--- src/rtl/alu_issue_queue.sv ---
// Issue queue in front of the cv32e40p ALU: buffers requests in a FIFO, drives the
// head entry onto the ALU pins, and returns each result through a response register.
module alu_issue_queue #(
  parameter int DEPTH     = 4,
  parameter int OP_WIDTH  = 7,
  parameter int TAG_WIDTH = 4
) (
  input  logic                       clk,
  input  logic                       rst_n,
  input  logic                       req_valid_i,
  output logic                       req_ready_o,
  input  logic [OP_WIDTH-1:0]        req_op_i,
  input  logic [31:0]                req_a_i,
  input  logic [31:0]                req_b_i,
  input  logic [31:0]                req_c_i,
  input  logic [1:0]                 req_vec_mode_i,
  input  logic [TAG_WIDTH-1:0]       req_tag_i,
  output logic                       alu_enable_o,
  output logic [OP_WIDTH-1:0]        alu_operator_o,
  output logic [31:0]                alu_operand_a_o,
  output logic [31:0]                alu_operand_b_o,
  output logic [31:0]                alu_operand_c_o,
  output logic [1:0]                 alu_vector_mode_o,
  output logic                       alu_ex_ready_o,
  input  logic [31:0]                alu_result_i,
  input  logic                       alu_cmp_i,
  input  logic                       alu_ready_i,
  output logic                       rsp_valid_o,
  input  logic                       rsp_ready_i,
  output logic [31:0]                rsp_result_o,
  output logic                       rsp_cmp_o,
  output logic [TAG_WIDTH-1:0]       rsp_tag_o,
  output logic [$clog2(DEPTH+1)-1:0] count_o,
  output logic                       busy_o
);

  localparam int CW = $clog2(DEPTH + 1);
  localparam int PW = $clog2(DEPTH);

  typedef struct packed {
    logic [OP_WIDTH-1:0]  op;
    logic [31:0]          a;
    logic [31:0]          b;
    logic [31:0]          c;
    logic [1:0]           vec;
    logic [TAG_WIDTH-1:0] tag;
  } entry_t;

  typedef enum logic [1:0] {
    IDLE     = 2'd0,
    EXEC     = 2'd1,
    DIV_WAIT = 2'd2
  } state_t;

  state_t          state;
  state_t          state_next;
  entry_t          mem [DEPTH];
  entry_t          head;
  logic [PW-1:0]   wr_ptr;
  logic [PW-1:0]   rd_ptr;
  logic [CW-1:0]   count;
  logic [CW-1:0]   count_next;
  logic            active;
  logic            sink_ok;
  logic            push;
  logic            pop;

  assign head       = mem[rd_ptr];
  assign active     = (state != IDLE);
  assign sink_ok    = !rsp_valid_o || rsp_ready_i;
  assign req_ready_o = rst_n && (count != CW'(DEPTH));
  assign push       = req_valid_i && req_ready_o;
  // The head only leaves once the ALU is done and the response register can take it.
  assign pop        = active && alu_ready_i && sink_ok;
  assign count_next = count + CW'(push) - CW'(pop);

  assign count_o = count;
  assign busy_o  = (count != '0) || active;

  assign alu_enable_o      = active;
  assign alu_ex_ready_o    = active && sink_ok;
  assign alu_operator_o    = active ? head.op  : '0;
  assign alu_operand_a_o   = active ? head.a   : '0;
  assign alu_operand_b_o   = active ? head.b   : '0;
  assign alu_operand_c_o   = active ? head.c   : '0;
  assign alu_vector_mode_o = active ? head.vec : '0;

  always_ff @(posedge clk) begin
    if (push) begin
      mem[wr_ptr] <= '{op: req_op_i, a: req_a_i, b: req_b_i, c: req_c_i,
                       vec: req_vec_mode_i, tag: req_tag_i};
    end
  end

  always_ff @(posedge clk) begin
    if (!rst_n) begin
      wr_ptr <= '0;
      rd_ptr <= '0;
      count  <= '0;
      state  <= IDLE;
    end else begin
      if (push) wr_ptr <= wr_ptr + PW'(1);
      if (pop)  rd_ptr <= rd_ptr + PW'(1);
      count <= count_next;
      state <= state_next;
    end
  end

  always_comb begin
    state_next = state;
    unique case (state)
      IDLE: begin
        if (count != '0) state_next = EXEC;
      end
      EXEC: begin
        if (!alu_ready_i)  state_next = DIV_WAIT;
        else if (sink_ok)  state_next = (count_next != '0) ? EXEC : IDLE;
      end
      DIV_WAIT: begin
        if (alu_ready_i && sink_ok) state_next = (count_next != '0) ? EXEC : IDLE;
      end
      default: state_next = IDLE;
    endcase
  end

  // A capture in the same cycle as a consume keeps valid high with the new data.
  always_ff @(posedge clk) begin
    if (!rst_n) begin
      rsp_valid_o  <= 1'b0;
      rsp_result_o <= '0;
      rsp_cmp_o    <= 1'b0;
      rsp_tag_o    <= '0;
    end else if (pop) begin
      rsp_valid_o  <= 1'b1;
      rsp_result_o <= alu_result_i;
      rsp_cmp_o    <= alu_cmp_i;
      rsp_tag_o    <= head.tag;
    end else if (rsp_ready_i) begin
      rsp_valid_o  <= 1'b0;
    end
  end

endmodule
--- config.mk ---
export PLATFORM = sky130hd
export DESIGN_NAME = alu_issue_queue
export DESIGN_NICKNAME = d
export VERILOG_FILES = /design/src/rtl/alu_issue_queue.sv
export SDC_FILE = /design/constraint.sdc
export NUM_CORES = 1
export LEC_CHECK = 0
export CELL_PAD_IN_SITES_DETAIL_PLACEMENT = 1
export CELL_PAD_IN_SITES_GLOBAL_PLACEMENT = 1
export CORE_ASPECT_RATIO = 0.8
export CORE_MARGIN = 3
export CORE_UTILIZATION = 30
export DETAILED_ROUTE_END_ITERATION = 7
export PLACE_DENSITY_LB_ADDON = 0.1
export SYNTH_ARGS = -nofsm -noshare
export SYNTH_HDL_FRONTEND = slang
export SYNTH_SLANG_ARGS = --single-unit
--- constraint.sdc ---
create_clock -name clk -period 5.7 [get_ports clk]
set_input_delay 1.425 -clock clk [delete_from_list [all_inputs] [get_ports clk]]
set_output_delay 1.425 -clock clk [all_outputs]
set_load 0.02 [all_outputs]
==> results of run 1 <==
==> cell type report <==
class,instances,area (um2),area share [%]
timing repair buffer,315,3240,13.4
antenna,2,5.00,0.0207
clock inverter,31,352,1.46
inverter,9,35.0,0.145
multi-input combinational,372,4040,16.7
tap,820,1030,4.25
clock buffer,66,1380,5.69
sequential,485,14100,58.3
==> per-layer routing <==
layer	share of wire (%)	routed length [um]	vias to the layer above
met3	7.0	3070	73
met1	43	19000	4747
li1	-	-	4246
met4	2.1	905	6
met2	47	20700	229
met5	0.078	34	-
==> worst max path at each step <==
stage,cells past startpoint,end,slack (ns),startpoint
after CTS,5,alu_vector_mode_o[1],0.84,state[1]
after global routing,5,alu_vector_mode_o[1],0.72,state[1]
after global placement,3,req_ready_o,1.53,rst_n
final,5,alu_vector_mode_o[1],1.00,state[1]
after detailed placement,5,alu_vector_mode_o[1],1.50,state[1]
after floorplan,2,mem[0][0],0.97,rst_n
==> state kept, by name, summed over array words and instances (netlist names), named ones only <==
name	flops
count_o	3
mem	436
rd_ptr	2
rsp_cmp_o	1
rsp_result_o	32
rsp_tag_o	4
rsp_valid_o	1
state	2
wr_ptr	2
==> cells by family after synthesis <==
family | Yosys count | synth area share [%]
buffers and inverters | 57 | 1.48
and+or+nand+nor | 206 | 5.97
xor gates and xnor gates | 5 | 0.238
AOI/OAI and AO/OA | 44 | 1.77
DFF | 485 | 76.6
muxes | 110 | 13.4
adders and majority gates | 7 | 0.518
==> report_power, final <==
group | leakage (nW) | internal (W) | switching, W
Combinational | 2.40 | 0.00108 | 0.00113
Sequential | 4.36 | 0.00409 | 0.0000947
Clock | 0.829 | 0.00203 | 0.00139
Total | 7.59 | 0.00720 | 0.00261
==> per-stage QoR <==
step                      setup slack, ns  instances  utilization (%)  total power (W)
after floorplan                     0.970        914                -          0.00550
after global placement               1.53       2001             37.3          0.00652
after detailed placement             1.50       2001             37.3          0.00654
after CTS                           0.841       2098             40.1           0.0100
after global routing                0.720       2098             40.1           0.0103
final                                1.00       2100             40.1          0.00980
==> cells in the final DEF (no fill, tap or decap), types with 2 or more instances in the layout <==
master           netlist  final
dfxtp_1               49     47
mux4_2               109    109
clkinvlp_4             0      3
nand2_1               76     76
clkbuf_1              27     13
ha_1                   6      6
and2_4                 0      4
diode_2                0      2
a21boi_0              37     37
clkinv_1               0     10
nand2b_1               2      2
clkinv_2               0      8
o22ai_1                2      2
clkbuf_16              0     53
edfxtp_1             436    436
dfxtp_4                0      2
xnor2_1                5      5
buf_4                  4      8
clkdlybuf4s50_1        0    296
and2_1               116    112
nand3_1                2      2
nor2b_1                3      3
buf_12                 0     11
bufinv_16              0      7
clkinv_8               0      2
inv_1                  8      8
a21boi_1               2      2
nor2_1                 2      2
==> worst max-delay path: stages, from the launching register on <==
cell	delay (ns)
dfxtp_1	0.35
nor2_2	0.23
clkinv_2	0.79
buf_12	0.47
and2_1	0.22
clkdlybuf4s50_1	0.56
==> results.sh, run 1 <==
export IMPL_ys_seq_elements=485
export IMPL_drive_above_1_share_pct=16.5
export IMPL_grt_pass1_wl_um=65200
export IMPL_cp_max_fo=61
export IMPL_ys_seq_area_share_pct=76.6
export IMPL_clk_path_buf_depth=3
export IMPL_num_nets_final=1390
export IMPL_place_area_um2=22400
export IMPL_worstPathRequired_ns=4.28
export IMPL_path_clk_slew_ns=0.06
export IMPL_cts_buffers=53
export IMPL_netlist_instances=914
export IMPL_use_met3_pct=4.28
export IMPL_crit_arrival_ns=3.27
export IMPL_die_y_um=227
export IMPL_htree_levels=2
export IMPL_fillers=5822
export IMPL_dp_hpwl_um=26100
export IMPL_period_share_pct=82.4
export IMPL_first_pass_iters=5
export IMPL_cap_violations=0
export IMPL_cts_root_buf="clkbuf_16"
export IMPL_synth_edff_count=436
export IMPL_hold_start="rsp_result_o[20]"
export IMPL_leakage_nw=7.59
export IMPL_start_util_pct=30.5
export IMPL_grt_pass1_vias=10222
export IMPL_hold_buffers=0
export IMPL_yosysWarnings=0
export IMPL_r2r_end="state[0]"
export IMPL_synthArstFlopShare_pct=0
export IMPL_die_area_um2=64300
export IMPL_reg2reg_from="state[1]"
export IMPL_vias_per_cell=4.43
export IMPL_grt_use_met1_pct=18.0
export IMPL_slew_viol_final=0
export IMPL_whs_path_depth=2
export IMPL_achievable_frequency_ghz=0.213
export IMPL_powerDensity_nw_per_um2=406
export IMPL_wl_per_cell_um=20.8
export IMPL_finish_instance_area_um2=24200
export IMPL_portBuffers=296
export IMPL_drcViolationCount=0
export IMPL_finalHoldViolations=0
export IMPL_critPathLaunchType="register"
export IMPL_yosysMostFrequentCell="edfxtp_1"
export IMPL_hold_path_end="rsp_result_o[20]"
export IMPL_synth_common_cells="436 x edfxtp_1, 116 x and2_1, 109 x mux4_2, 76 x nand2_1, 49 x dfxtp_1"
export IMPL_syn_area_um2=18400
export IMPL_wirelength_um=43700
export IMPL_grt_overflow=0
export IMPL_synth_area_top_cells="edfxtp_1 71%, mux4_2 13%, dfxtp_1 5.3%, and2_1 3.9%, nand2_1 1.6%"
export IMPL_grt_max_degree=110
export IMPL_ir_worst_vdd_mv=0.238
export IMPL_post_route_min_period_ns=4.70
export IMPL_ios=297
export IMPL_track_usage_pct=13.6
export IMPL_endpoint_kind="output pin"
export IMPL_hold_ws_ns=0.455
export IMPL_fin_tns_setup_ns=0
export IMPL_antenna_found_initial=4
export IMPL_num_rows=80
export IMPL_cts_resized_gates=0
export IMPL_slew_headroom_pct=33.9
export IMPL_met2_usage_pct=21.9
export IMPL_setup_viol=0
export IMPL_synth_top_flop_cell="edfxtp_1"
export IMPL_worst_slew_pin_slew_ns=0.992
export IMPL_cts_num_sinks=485
export IMPL_core_area_um2=60200
export IMPL_worstSetupPathType="reg2out"
export IMPL_outcome="complete, no violations"
export IMPL_gp_congestion=0.660
export IMPL_yosys_area_top_type="edfxtp_1"
export IMPL_ant_nets=0
export IMPL_syn_to_final_growth_pct=31.5
export IMPL_insertion_delay_ns=0.59
export IMPL_cts_tree="done"
export IMPL_cts_setup_buffers=0
export IMPL_worstHoldPathType="reg2reg"
export IMPL_ys_types=31
export IMPL_syn_num_nets=1068
export IMPL_grt_busiest_layer="met2"
export IMPL_rsz0062_at_grt="no"
export IMPL_r2r_cells=13
export IMPL_yosysTopAreaCellShare_pct=71.3
export IMPL_vias=9301
export IMPL_avgSynthCellArea_um2=20.1
export IMPL_die_w_um=283
export IMPL_drt_iter0_drc=413
export IMPL_skew_ns=0.0120
export IMPL_r2r_slack_ns=2.00
(Power assumes the default switching activity.)
==> run 2, diff against run 1 <==
- clock period: 5.7 -> 3.9 ns (I/O delays scaled with it)
==> results.sh, run 2 (synthesis results as in run 1) <==
export IMPL_worstPathRequired_ns=2.92
export IMPL_cpPeakStageDelay_ns=0.60
export IMPL_dp_hpwl_um=27300
export IMPL_skew_ns=0.0195
export IMPL_critPathLaunchType="register"
export IMPL_cts_num_sinks=485
export IMPL_period_share_pct=93.3
export IMPL_r2r_end="state[0]"
export IMPL_post_route_min_period_ns=3.64
export IMPL_start_util_pct=30.5
export IMPL_track_usage_pct=13.8
export IMPL_place_area_um2=22500
export IMPL_regMostFlops="mem"
export IMPL_grt_max_degree=72
export IMPL_cts_buffers=52
export IMPL_die_w_um=283
export IMPL_hold_buffers=0
export IMPL_hold_path_end="rsp_result_o[25]"
export IMPL_worstSetupPathType="reg2out"
export IMPL_outcome="complete, no violations"
export IMPL_grt_pass1_vias=10300
export IMPL_vias=9428
export IMPL_worstHoldPathType="reg2reg"
export IMPL_core_area_um2=60200
export IMPL_cts_root_buf="clkbuf_16"
export IMPL_grt_pass1_wl_um=66200
export IMPL_ios=297
export IMPL_final_common_cell="edfxtp_1"
export IMPL_path_delay_family="buffers and inverters"
export IMPL_diodes=0
export IMPL_finalHoldViolations=0
export IMPL_worst_slew_pin_slew_ns=0.646
export IMPL_whs_path_depth=2
export IMPL_leakage_nw=7.62
export IMPL_cp_slowest_cell="mux4_2"
export IMPL_setup_viol=0
export IMPL_rsz0062_at_grt="no"
export IMPL_crit_arrival_ns=2.66
export IMPL_die_y_um=227
export IMPL_grt_overflow=0
export IMPL_largest_register_ff_count=436
export IMPL_wl_per_cell_um=21.2
export IMPL_wirelength_um=44700
export IMPL_r2r_cells=13
export IMPL_slew_headroom_pct=57.0
export IMPL_finish_instance_area_um2=24200
export IMPL_endpoint_kind="output pin"
export IMPL_gp_congestion=0.692
export IMPL_cp_common_cell="buf_12"
export IMPL_reg_largest_list="mem: 436 flops, rsp_result_o: 32 flops, rsp_tag_o: 4 flops"
export IMPL_ir_worst_vdd_mv=0.311
export IMPL_vias_per_cell=4.47
export IMPL_clk_path_buf_depth=3
export IMPL_syn_to_final_growth_pct=31.6
export IMPL_layout_common_cells="436 x edfxtp_1, 296 x clkdlybuf4s50_1, 112 x and2_1"
export IMPL_first_pass_iters=5
export IMPL_cap_violations=0
export IMPL_fin_tns_setup_ns=0
export IMPL_r2r_slack_ns=1.03
export IMPL_cts_setup_buffers=0
export IMPL_reg2reg_from="state[1]"
export IMPL_drcViolationCount=0
export IMPL_num_nets_final=1403
export IMPL_drt_iter0_drc=410
export IMPL_path_clk_slew_ns=0.06
export IMPL_powerDensity_nw_per_um2=583
export IMPL_num_rows=80
export IMPL_ant_nets=0
export IMPL_cts_tree="done"
export IMPL_slew_viol_final=0
export IMPL_achievable_frequency_ghz=0.275
export IMPL_cp_cell_sequence="buf_12 > buf_12 > mux4_2 > and2_1 > clkdlybuf4s50_1"
export IMPL_insertion_delay_ns=0.58
export IMPL_hold_start="rsp_result_o[25]"
export IMPL_die_area_um2=64300
export IMPL_drive_above_1_share_pct=17.2
export IMPL_htree_levels=2
export IMPL_antenna_found_initial=8
export IMPL_cp_max_fo=23
export IMPL_portBuffers=296
export IMPL_crit_buf_inv=3
export IMPL_cts_resized_gates=0
run 2: worst max path at each step:
stage	from	to	slack (ns)	cells after the start
4_1_cts	register	alu_operand_c_o[19]	0.005	4
3_5_place_dp	rsp_ready_i	state[0]	0.46	12
2_1_floorplan	rst_n	mem[0][0]	0.83	2
5_1_grt	register	alu_operand_b_o[17]	0.12	4
3_3_place_gp	rsp_ready_i	state[0]	0.47	12
6_report	register	alu_operand_b_o[16]	0.26	5
run 2: metal layers:
metal,vias up,track usage (%),share of wire [%],wire [um]
met5,-,0,0.19,86
met1,4865,18.1,43,19400
met2,219,22.5,48,21500
met4,16,3.58,1.7,755
li1,4261,-,-,-
met3,67,4.14,6.6,2960
run 2: power breakdown:
part	internal, W	switching, W	total, W
sequential	0.00598	0.000106	0.00608
combinational	0.00164	0.00169	0.00334
clock	0.00267	0.00201	0.00468
run 2: final cells by class:
type	count	area, um2
fillers	5832	36000
clock buffers	69	1410
repair buffers	329	3400
inverters	9	35.0
flip-flops and latches	485	14100
clock inverters	27	193
well taps	820	1030
multi-input cells	372	4040
run 2: through the flow:
stage | hold slack, ns | worst slack (ns) | total power, W | util [%] | instances
2_1_floorplan | 0.469 | 0.829 | 0.00802 | - | 914
3_3_place_gp | 0.446 | 0.472 | 0.00960 | 37.4 | 2009
3_5_place_dp | 0.456 | 0.462 | 0.00961 | 37.4 | 2009
6_report | 0.461 | 0.263 | 0.0141 | 40.2 | 2111
4_1_cts | 0.464 | 0.00546 | 0.0144 | 40.1 | 2105
5_1_grt | 0.489 | 0.121 | 0.0148 | 40.2 | 2111
run 2: worst reg2reg max path, cell delays in order, from the launching register on:
cell and delay (ns):
dfxtp_1 0.35, nor2_2 0.26, clkinv_2 0.13, buf_4 0.32, nand3_2 0.17, inv_1 0.06
ha_1 0.27, inv_1 0.04, ha_1 0.18, fa_1 0.40, xnor2_1 0.15, xnor2_1 0.14
nor4_1 0.17, o22ai_1 0.11
